$ cat config.mk
export PLATFORM = sky130hd
export DESIGN_NAME = tristate_bus_ctrl
export DESIGN_NICKNAME = d
export VERILOG_FILES = /design/src/rtl/tristate_bus_pkg.sv /design/src/rtl/tristate_bus_ctrl_rr_pick.sv /design/src/rtl/tristate_bus_ctrl.sv
export SDC_FILE = /design/constraint.sdc
export NUM_CORES = 1
export LEC_CHECK = 0
export BUFFER_PORTS_ARGS = -buffer_cell sky130_fd_sc_hd__buf_2
export CAP_MARGIN = 20
export CORE_MARGIN = 2
export CORE_UTILIZATION = 31
export CTS_CLUSTER_DIAMETER = 200
export CTS_CLUSTER_SIZE = 14
export DETAILED_ROUTE_END_ITERATION = 8
export HOLD_SLACK_MARGIN = 0.12
export PLACE_DENSITY_LB_ADDON = 0.3
export SYNTH_ARGS = -nofsm -noshare
export SYNTH_HDL_FRONTEND = slang
export SYNTH_SLANG_ARGS = --single-unit
$ cat constraint.sdc
create_clock -name clk -period 2.84 [get_ports clk]
set_clock_uncertainty 0.15 [all_clocks]
set_input_delay 0.284 -clock clk [delete_from_list [all_inputs] [get_ports clk]]
set_output_delay 0.284 -clock clk [all_outputs]
set_load 0.03 [all_outputs]
$ cat src/rtl/tristate_bus_pkg.sv
// Shared types and default sizing for the tri-state bus owner/sampler.
package tristate_bus_pkg;

    // Bus ownership phases: nobody owns, one driver owns, forced all-off gap.
    typedef enum logic [1:0] {
        IDLE = 2'd0,
        OWN  = 2'd1,
        TURN = 2'd2
    } state_t;

    // Default configuration of the block.
    localparam int N_DRV_DEF      = 4;
    localparam int WIDTH_DEF      = 8;
    localparam int TURNAROUND_DEF = 1;
    localparam int MAX_HOLD_DEF   = 16;

    // Width of a driver index and of the hold/turnaround counters.
    localparam int ID_W   = $clog2(N_DRV_DEF);
    localparam int HOLD_W = $clog2(MAX_HOLD_DEF + 1);
    localparam int TURN_W = $clog2(TURNAROUND_DEF + 1);

    // Bits needed for a counter that must reach max_val inclusive.
    function automatic int cnt_w(input int max_val);
        return $clog2(max_val + 1);
    endfunction

endpackage

$ cat src/rtl/tristate_bus_ctrl_rr_pick.sv
// Combinational round-robin picker: first set request at or after ptr,
// wrapping from the highest index back to 0.
module rr_pick #(
    parameter int N    = 4,
    parameter int ID_W = 2
) (
    input  logic [N-1:0]    req,
    input  logic [ID_W-1:0] ptr,
    output logic [ID_W-1:0] pick,
    output logic            any
);

    int idx;

    // Scan N candidates starting at ptr; the first hit wins.
    always_comb begin
        pick = '0;
        any  = 1'b0;
        idx  = 0;
        for (int i = 0; i < N; i++) begin
            idx = int'(ptr) + i;
            if (idx >= N) begin
                idx = idx - N;
            end
            if (!any && req[idx]) begin
                any  = 1'b1;
                pick = ID_W'(idx);
            end
        end
    end

endmodule

$ cat src/rtl/tristate_bus_ctrl.sv
// Owner/sampler end of a shared tri-state bus: issues one-hot output enables
// with round-robin fairness, a forced all-off turnaround between owners, and
// registers the bus value on every owned cycle. Never drives the data lines.
//
// Handshake: req[i] is a level request that driver i holds until it is served;
// oe[i] is the grant and the tristate enable at once. A driver may only put
// data on the bus while its oe is high, and dropping req releases the bus at
// the next edge. There is no backpressure on the sampled side: rx_valid is a
// one-cycle pulse that a consumer must take when it appears.
module tristate_bus_ctrl
    import tristate_bus_pkg::*;
#(
    parameter int N_DRV      = N_DRV_DEF,
    parameter int WIDTH      = WIDTH_DEF,
    parameter int TURNAROUND = TURNAROUND_DEF,
    parameter int MAX_HOLD   = MAX_HOLD_DEF
) (
    input  logic                     clk,
    input  logic                     rst,
    input  logic [N_DRV-1:0]         req,
    output logic [N_DRV-1:0]         oe,
    output logic [$clog2(N_DRV)-1:0] grant_id,
    input  logic [WIDTH-1:0]         bus,
    output logic [WIDTH-1:0]         rx_data,
    output logic                     rx_valid,
    output logic [$clog2(N_DRV)-1:0] rx_src,
    output logic                     bus_idle,
    output logic [1:0]               dbg_state
);

    localparam int DRV_W   = $clog2(N_DRV);
    localparam int CNT_H_W = cnt_w(MAX_HOLD);
    localparam int CNT_T_W = cnt_w(TURNAROUND);

    state_t               state;
    logic [DRV_W-1:0]     ptr;
    logic [CNT_H_W-1:0]   hold_cnt;
    logic [CNT_T_W-1:0]   turn_cnt;
    logic [DRV_W-1:0]     pick;
    logic                 any_req;
    logic                 release_now;

    rr_pick #(
        .N    (N_DRV),
        .ID_W (DRV_W)
    ) u_pick (
        .req  (req),
        .ptr  (ptr),
        .pick (pick),
        .any  (any_req)
    );

    // The owner gives up the bus when it stops asking or has used its quota.
    assign release_now = !req[grant_id] || (hold_cnt == CNT_H_W'(MAX_HOLD));

    assign dbg_state = state;

    // Ownership FSM with registered enables, owner id, pointer and idle flag.
    always_ff @(posedge clk) begin
        if (rst) begin
            state    <= IDLE;
            oe       <= '0;
            grant_id <= '0;
            ptr      <= '0;
            hold_cnt <= '0;
            turn_cnt <= '0;
            bus_idle <= 1'b1;
        end else begin
            case (state)
                IDLE: begin
                    if (any_req) begin
                        oe       <= {{(N_DRV-1){1'b0}}, 1'b1} << pick;
                        grant_id <= pick;
                        ptr      <= (pick == DRV_W'(N_DRV - 1)) ? '0 : pick + 1'b1;
                        hold_cnt <= CNT_H_W'(1);
                        bus_idle <= 1'b0;
                        state    <= OWN;
                    end
                end
                OWN: begin
                    if (release_now) begin
                        oe       <= '0;
                        turn_cnt <= CNT_T_W'(1);
                        state    <= TURN;
                    end else begin
                        hold_cnt <= hold_cnt + 1'b1;
                    end
                end
                TURN: begin
                    // Requests are not looked at here; the IDLE cycle that
                    // follows adds one more all-off cycle before any new owner.
                    if (turn_cnt == CNT_T_W'(TURNAROUND)) begin
                        bus_idle <= 1'b1;
                        state    <= IDLE;
                    end else begin
                        turn_cnt <= turn_cnt + 1'b1;
                    end
                end
                default: begin
                    oe       <= '0;
                    bus_idle <= 1'b1;
                    state    <= IDLE;
                end
            endcase
        end
    end

    // Capture the bus one edge after every owned cycle; hold data otherwise.
    always_ff @(posedge clk) begin
        if (rst) begin
            rx_data  <= '0;
            rx_src   <= '0;
            rx_valid <= 1'b0;
        end else if (|oe) begin
            rx_data  <= bus;
            rx_src   <= grant_id;
            rx_valid <= 1'b1;
        end else begin
            rx_valid <= 1'b0;
        end
    end

endmodule
=== Yosys cells after proc, flatten, opt, wreduce, memory -nomap -nowiden ===
Index checks and enable logic that the tools add are counted.

* Reductions and logical operators: 18
* Shift operators: 1
* Bitwise logic cells: 2
* Order comparisons: 9
* Mux-type cells: 44
* Add/sub/neg operators: 10
* Equal/unequal tests: 8

{| class="wikitable"
|+ Operators with widths
! kind !! number
|-
| less-than comparator 32 x 4 -> 1 bit (second input constant) || 4
|-
| 2-to-1 mux 32 bit || 4
|-
| greater-or-equal comparator 32 x 4 -> 1 bit (second input constant) || 3
|-
| subtractor 32 x 4 -> 32 bit (second input constant) || 3
|-
| 2-to-1 mux 1 bit || 18
|-
| 2-to-1 mux 2 bit || 8
|-
| case mux 4 bit (3 select lines) || 1
|-
| AND reduction 3 bit || 4
|-
| binary-select mux 1 bit (select 2 bit) || 5
|-
| 2-to-1 mux 5 bit || 2
|-
| case mux 5 bit (2 select lines) || 1
|-
| 2-to-1 mux 4 bit || 2
|-
| != test 2 bit (second input constant) || 4
|-
| adder 2 x 2 -> 3 bit (second input constant) || 2
|-
| case mux 2 bit (3 select lines) || 1
|-
| adder 5 x 1 -> 5 bit (second input constant) || 1
|-
| == test 5 bit (second input constant) || 1
|-
| == test 2 bit (second input constant) || 2
|-
| zero test 1 bit || 4
|-
| AND reduction 2 bit || 2
|-
| nonzero test 2 bit || 2
|-
| OR reduction 4 bit || 1
|-
| left shift 1 x 2 -> 4 bit (first input constant) || 1
|-
| subtractor 2 x 3 -> 4 bit (second input constant) || 1
|-
| 12 further kinds || 15
|}

* Bits of input ports: 14
* Flip-flop bits (word level): 28
* Word-level logic and storage cells: 102
* Output and inout port bits: 20

=== Logic depth before layout (Yosys ltp) ===
* Depth in word-level cells: 18
* Depth in mapped cells: 8
* Mapped depth without buffers: 7

=== Modules after synthesis ===
From an unflattened synthesis, not the netlist that was laid out.

* Cells, all modules: 155
* Area total of the unflattened synthesis: 1323.8 um^2

{| class="wikitable"
|+ By module, submodules not included
! module !! cells an instance !! instances !! area each (um^2) !! sequential area each (um^2)
|-
| tristate_bus_ctrl || 140 || 1 || 1246.2 || 560.5
|-
| rr_pick || 15 || 1 || 77.6 || 0.0
|}

=== Worst setup path before layout ===
No wires, ideal clock.

* Kind: register to register
* From: register grant_id[1]
* To: register hold_cnt[4]
* Path buffers: 1
* Clock period less this slack: 1.889 ns
* Stages on the path, launching flop included: 6
* Data required time: 2.610 ns
* Data arrival time: 1.659 ns
* Library setup time: 0.080 ns
* Slack: 0.951 ns
* Cell sequence: dfxtp_1 > mux2_4 > a22o_2 > buf_2 > a31o_1 > a211oi_2

* Longest elaborated chain between the ends: 6

{| class="wikitable"
|+ Ends and longest elaborated chain
! item !! RTL line !! source
|-
| from (decl) || tristate_bus_ctrl.sv:22 || <nowiki>output logic [$clog2(N_DRV)-1:0] grant_id,</nowiki>
|-
| from (signal assigned) || tristate_bus_ctrl.sv:73 || <nowiki>grant_id <= pick;</nowiki>
|-
| binary-select mux 1 bit (select 2 bit) || tristate_bus_ctrl.sv:54 || <nowiki>assign release_now = !req[grant_id] || (hold_cnt == CNT_H_W'(MAX_HOLD));</nowiki>
|-
| 2-to-1 mux 1 bit (not written as such) || tristate_bus_ctrl.sv:54 ||
|-
| zero test 1 bit || tristate_bus_ctrl.sv:54 ||
|-
| logical OR 1 bit || tristate_bus_ctrl.sv:54 ||
|-
| != test 2 bit (no source line) || n/a ||
|-
| AND reduction 3 bit (no source line) || n/a ||
|-
| to (signal assigned) || tristate_bus_ctrl.sv:86 || <nowiki>hold_cnt <= hold_cnt + 1'b1;</nowiki>
|-
| to (decl) || tristate_bus_ctrl.sv:37 || <nowiki>logic [CNT_H_W-1:0] hold_cnt;</nowiki>
|}

Every way passes these cells. The select of a mux whose other input is x is not followed.
A chain may end at the register's enable or synchronous reset.

=== Worst setup path in the final report ===
* From: register ptr[1]
* To: register oe[0]

* Longest elaborated chain between the ends: 18
* Elaborated cells on any way between the ends: 46
* Those cells by class: 7 x add/sub; 4 x order compare; 1 x eq/ne; 1 x shift; 26 x mux; 7 x reduce/logical

{| class="wikitable"
|+ Ends and longest elaborated chain
! item !! RTL line !! source
|-
| from (decl) || tristate_bus_ctrl.sv:36 || <nowiki>logic [DRV_W-1:0] ptr;</nowiki>
|-
| from (signal assigned) || tristate_bus_ctrl.sv:74 || <nowiki>ptr <= (pick == DRV_W'(N_DRV - 1)) ? '0 : pick + 1'b1;</nowiki>
|-
| parallel branches: the longest is 14 deep, another holds subtractor 32 x 4 -> 32 bit || n/a ||
|-
| 2-to-1 mux 2 bit * || tristate_bus_ctrl_rr_pick.sv:25 || <nowiki>if (!any && req[idx]) begin</nowiki>
|-
| via pick[0] || tristate_bus_ctrl.sv:39 || <nowiki>logic [DRV_W-1:0] pick;</nowiki>
|-
| left shift 1 x 2 -> 4 bit * || tristate_bus_ctrl.sv:72 || <nowiki>oe <= {{(N_DRV-1){1'b0}}, 1'b1} << pick;</nowiki>
|-
| 2-to-1 mux 4 bit * || tristate_bus_ctrl.sv:71 || <nowiki>if (any_req) begin</nowiki>
|-
| case mux 4 bit (3 select lines) * || tristate_bus_ctrl.sv:69 || <nowiki>case (state)</nowiki>
|-
| to (signal assigned) || tristate_bus_ctrl.sv:72 ||
|-
| to (decl) || tristate_bus_ctrl.sv:21 || <nowiki>output logic [N_DRV-1:0] oe,</nowiki>
|}

Mark *: on every way through the listed nets, which the timed path passes. The select of a mux whose other input is x is not followed.

==> impl_metrics.yaml <==
timing:
  final_max_slew_viol_count: 0
  fmax_ghz: 0.496
  finalCriticalPeriod_ns: 2.02
  rsz0062_at_grt: "false"
  finalSetupViolations: 0
  min_period_over_period: 0.711
  finalSetupTns_ns: 0
  worst_pin_slew_ns: 0.726
  layout_setup_ws_ns: 0.822
  maxSlewHeadroom: 0.513
  hold_viol: 0
drt:
  drc: 0
  wl_per_cell_um: 12.5
  vias: 1297
  wirelength_um: 3220
  ant_nets: 0
  first_iter_violations: 50
  viasPerCell: 5.03
  drt_pass1_iterations: 4
pwr:
  p_clk_frac: 0.203
  seq_power_share: 0.427
  p_per_area_nw_per_um2: 701
  finalPower_w: 0.00120
  switching_share: 0.389
  peakVddDrop_v: 0.000266
  p_leak_nw: 0.720
  intPower_w: 0.000735
  power.switching_w: 0.000469
  combPwrFrac: 0.370
cells_and_area:
  syn2layout_area_growth_pct: 24.4
  fillers: 467
  final_cells: 258
  final_nets: 227
  drive_above_1_share: 0.233
  final_util: 0.397
  diodes: 0
global_routing:
  grt_pass1_wl_um: 5550
  gr-usage-met3: 0.0299
  grt_start_max_net_pins: 27
  gr-max-usage-layer: "met2"
  antenna_found_initial: 0
  grt_use_met2: 0.215
  grt_overflow: 0
  track_usage: 0.133
  met1_usage: 0.187
  grt_pass1_vias: 1153
worst_setup_path:
  slowest_stage: "nor4_1"
  regToRegStartpoint: "ptr[1]"
  worstSetupStartpointType: "register"
  path_class: "register to register"
  cp.arrival_ns: 2.01
  cp_num_buf_inv: 1
  cp_max_fo: 7
  end_kind: "register"
  critPathMaxStageDelay_ns: 0.51
  crit_chain: "mux2i_1, nor2_1, nor4_1, inv_1, ha_1, nand2_1, a31oi_1"
  crit_required_ns: 2.83
  cp_top_family: "simple AND/OR/NAND/NOR gates"
  critical_path.startpoint: "ptr[1]"
yosys:
  synth-seq-cells: 28
  ys_types: 37
  synth_commonest_cells: "29 x nand2_1, 28 x dfxtp_1, 21 x a21oi_1"
  synth_top_flop_cell: "dfxtp_1"
  yosysMostFrequentCell: "nand2_1"
  synth-edff-count: 0
  synth_area_um2: 1380
  synth_top_area_cell: "dfxtp_1"
  yosys_warnings: 0
  synth_cells: 168
  netlist.area_leader.share: 0.406
  synth_area_leaders: "dfxtp_1 41%, nand2_1 7.9%, a21oi_1 7.6%"
  avgSynthCellArea_um2: 8.22
  syn_nets: 188
  yosysSeqAreaShare: 0.406
  synthArstFlopShare: 0
floorplanning:
  placement_rows: 24
  ios: 34
  die_y_um: 70.8
  core_area_um2: 4320
  die_w_um: 70.8
  start_util: 0.319
  die_area_um2: 5010
worst_hold_path:
  hold_start: "req[3]"
  hold_class: "primary input to register"
flow_run:
  drv_cap: 0
run_status:
  status: "finished, final reports clean"
clock_network:
  hold_buffers: 8
  cts-buffers-inserted: 3
  clockBufferDepth: 2
  root_buffer: "clkbuf_8"
  cts_resized: 0
  cts.clk_slew.worst_paths_ns: 0.09
  cts_tree: "built"
  clock_latency_ns: 0.27
  htreeDepth: 1
  postCtsSetupBuffers: 0
  clock-sinks: 28
placement:
  finalWeightedCongestion: 0.760
  port-buffer-count: 33
  dp_cells: 246
  pre_cts_slack_ns: 0.853
  place_hpwl_um: 2370
## metrics by stage
step           hold slack [ns]  area (um^2)
6_report                 0.285         1720
5_1_grt                  0.291         1720
4_1_cts                  0.284         1720
3_5_place_dp             0.292         1580
3_3_place_gp             0.287         1580
2_1_floorplan            0.274         1380
## layout make-up
type | count | area (um^2) | area share
Inverter | 10 | 37.5 | 0.0218
Clock buffer | 4 | 55.1 | 0.0320
Sequential cell | 28 | 561 | 0.326
Tap cell | 52 | 65.1 | 0.0379
Multi-Input combinational cell | 121 | 739 | 0.430
Timing Repair Buffer | 43 | 260 | 0.151
## cell usage in the layout (no fill, tap or decap), types with 2 or more instances in the layout
cell type and count:
a211oi_2 3, a21oi_1 21, a31o_1 2, a31oi_1 4, and3_1 2, buf_2 33, buf_4 2, clkbuf_8 4
dfxtp_1 28, dlygate4sd3_1 8, ha_1 6, inv_1 10, mux2_4 2, mux2i_1 2, nand2_1 29, nand2b_1 3
nand3_1 10, nand4_1 2, nor2_1 10, nor3_1 2, nor4_1 3, o21ai_0 2, or4_1 3
## sequential cells by signal, indices dropped and copies added (netlist names)
| name | count |
|---|---|
| bus_idle | 1 |
| dbg_state | 2 |
| grant_id | 2 |
| hold_cnt | 5 |
| oe | 4 |
| ptr | 2 |
| rx_data | 8 |
| rx_src | 2 |
| rx_valid | 1 |
| turn_cnt | 1 |
## worst register-to-register path, delay by kind of cell, from the launching register on
family / cells / cell delay, ns
adders and majority gates: 1 / 0.22
DFF: 1 / 0.45
buffers and inverters: 1 / 0.13
AOI/OAI and AO/OA: 1 / 0.08
and+or+nand+nor: 3 / 0.65
muxes: 1 / 0.22
## power by group through the flow
stage	Sequential (W)	Combinational, W	Clock (W)
finish	0.000514	0.000446	0.000245
global route	0.000525	0.000496	0.000277
CTS	0.000515	0.000449	0.000258
detailed placement	0.000524	0.000441	0
global placement	0.000526	0.000436	0
floorplan	0.000602	0.000237	0
## routing by layer
metal / vias to the layer above / share of wire / routed length (um)
met3: 2 / 0.045 / 144
met4: 0 / 0.0025 / 8
li1: 668 / - / -
met2: 28 / 0.47 / 1530
met1: 599 / 0.48 / 1540
met5: - / 0 / 0
## cells by family after synthesis
kind of cell / synth area share
AO/OA/AOI/OAI: 0.208
adder cells (fa/ha/maj): 0.0543
buffers and inverters: 0.0589
flip-flops: 0.406
multiplexers: 0.0362
AND/OR/NAND/NOR: 0.236
## worst paths after layout
check        slack (ns)     endpoint  cells past startpoint
max                0.82        oe[0]                      7
max reg2reg        0.82        oe[0]                      7
min                0.29  grant_id[1]                      3
min reg2reg        0.30   rx_data[2]                      2
Power figures use the tool's default switching activity.
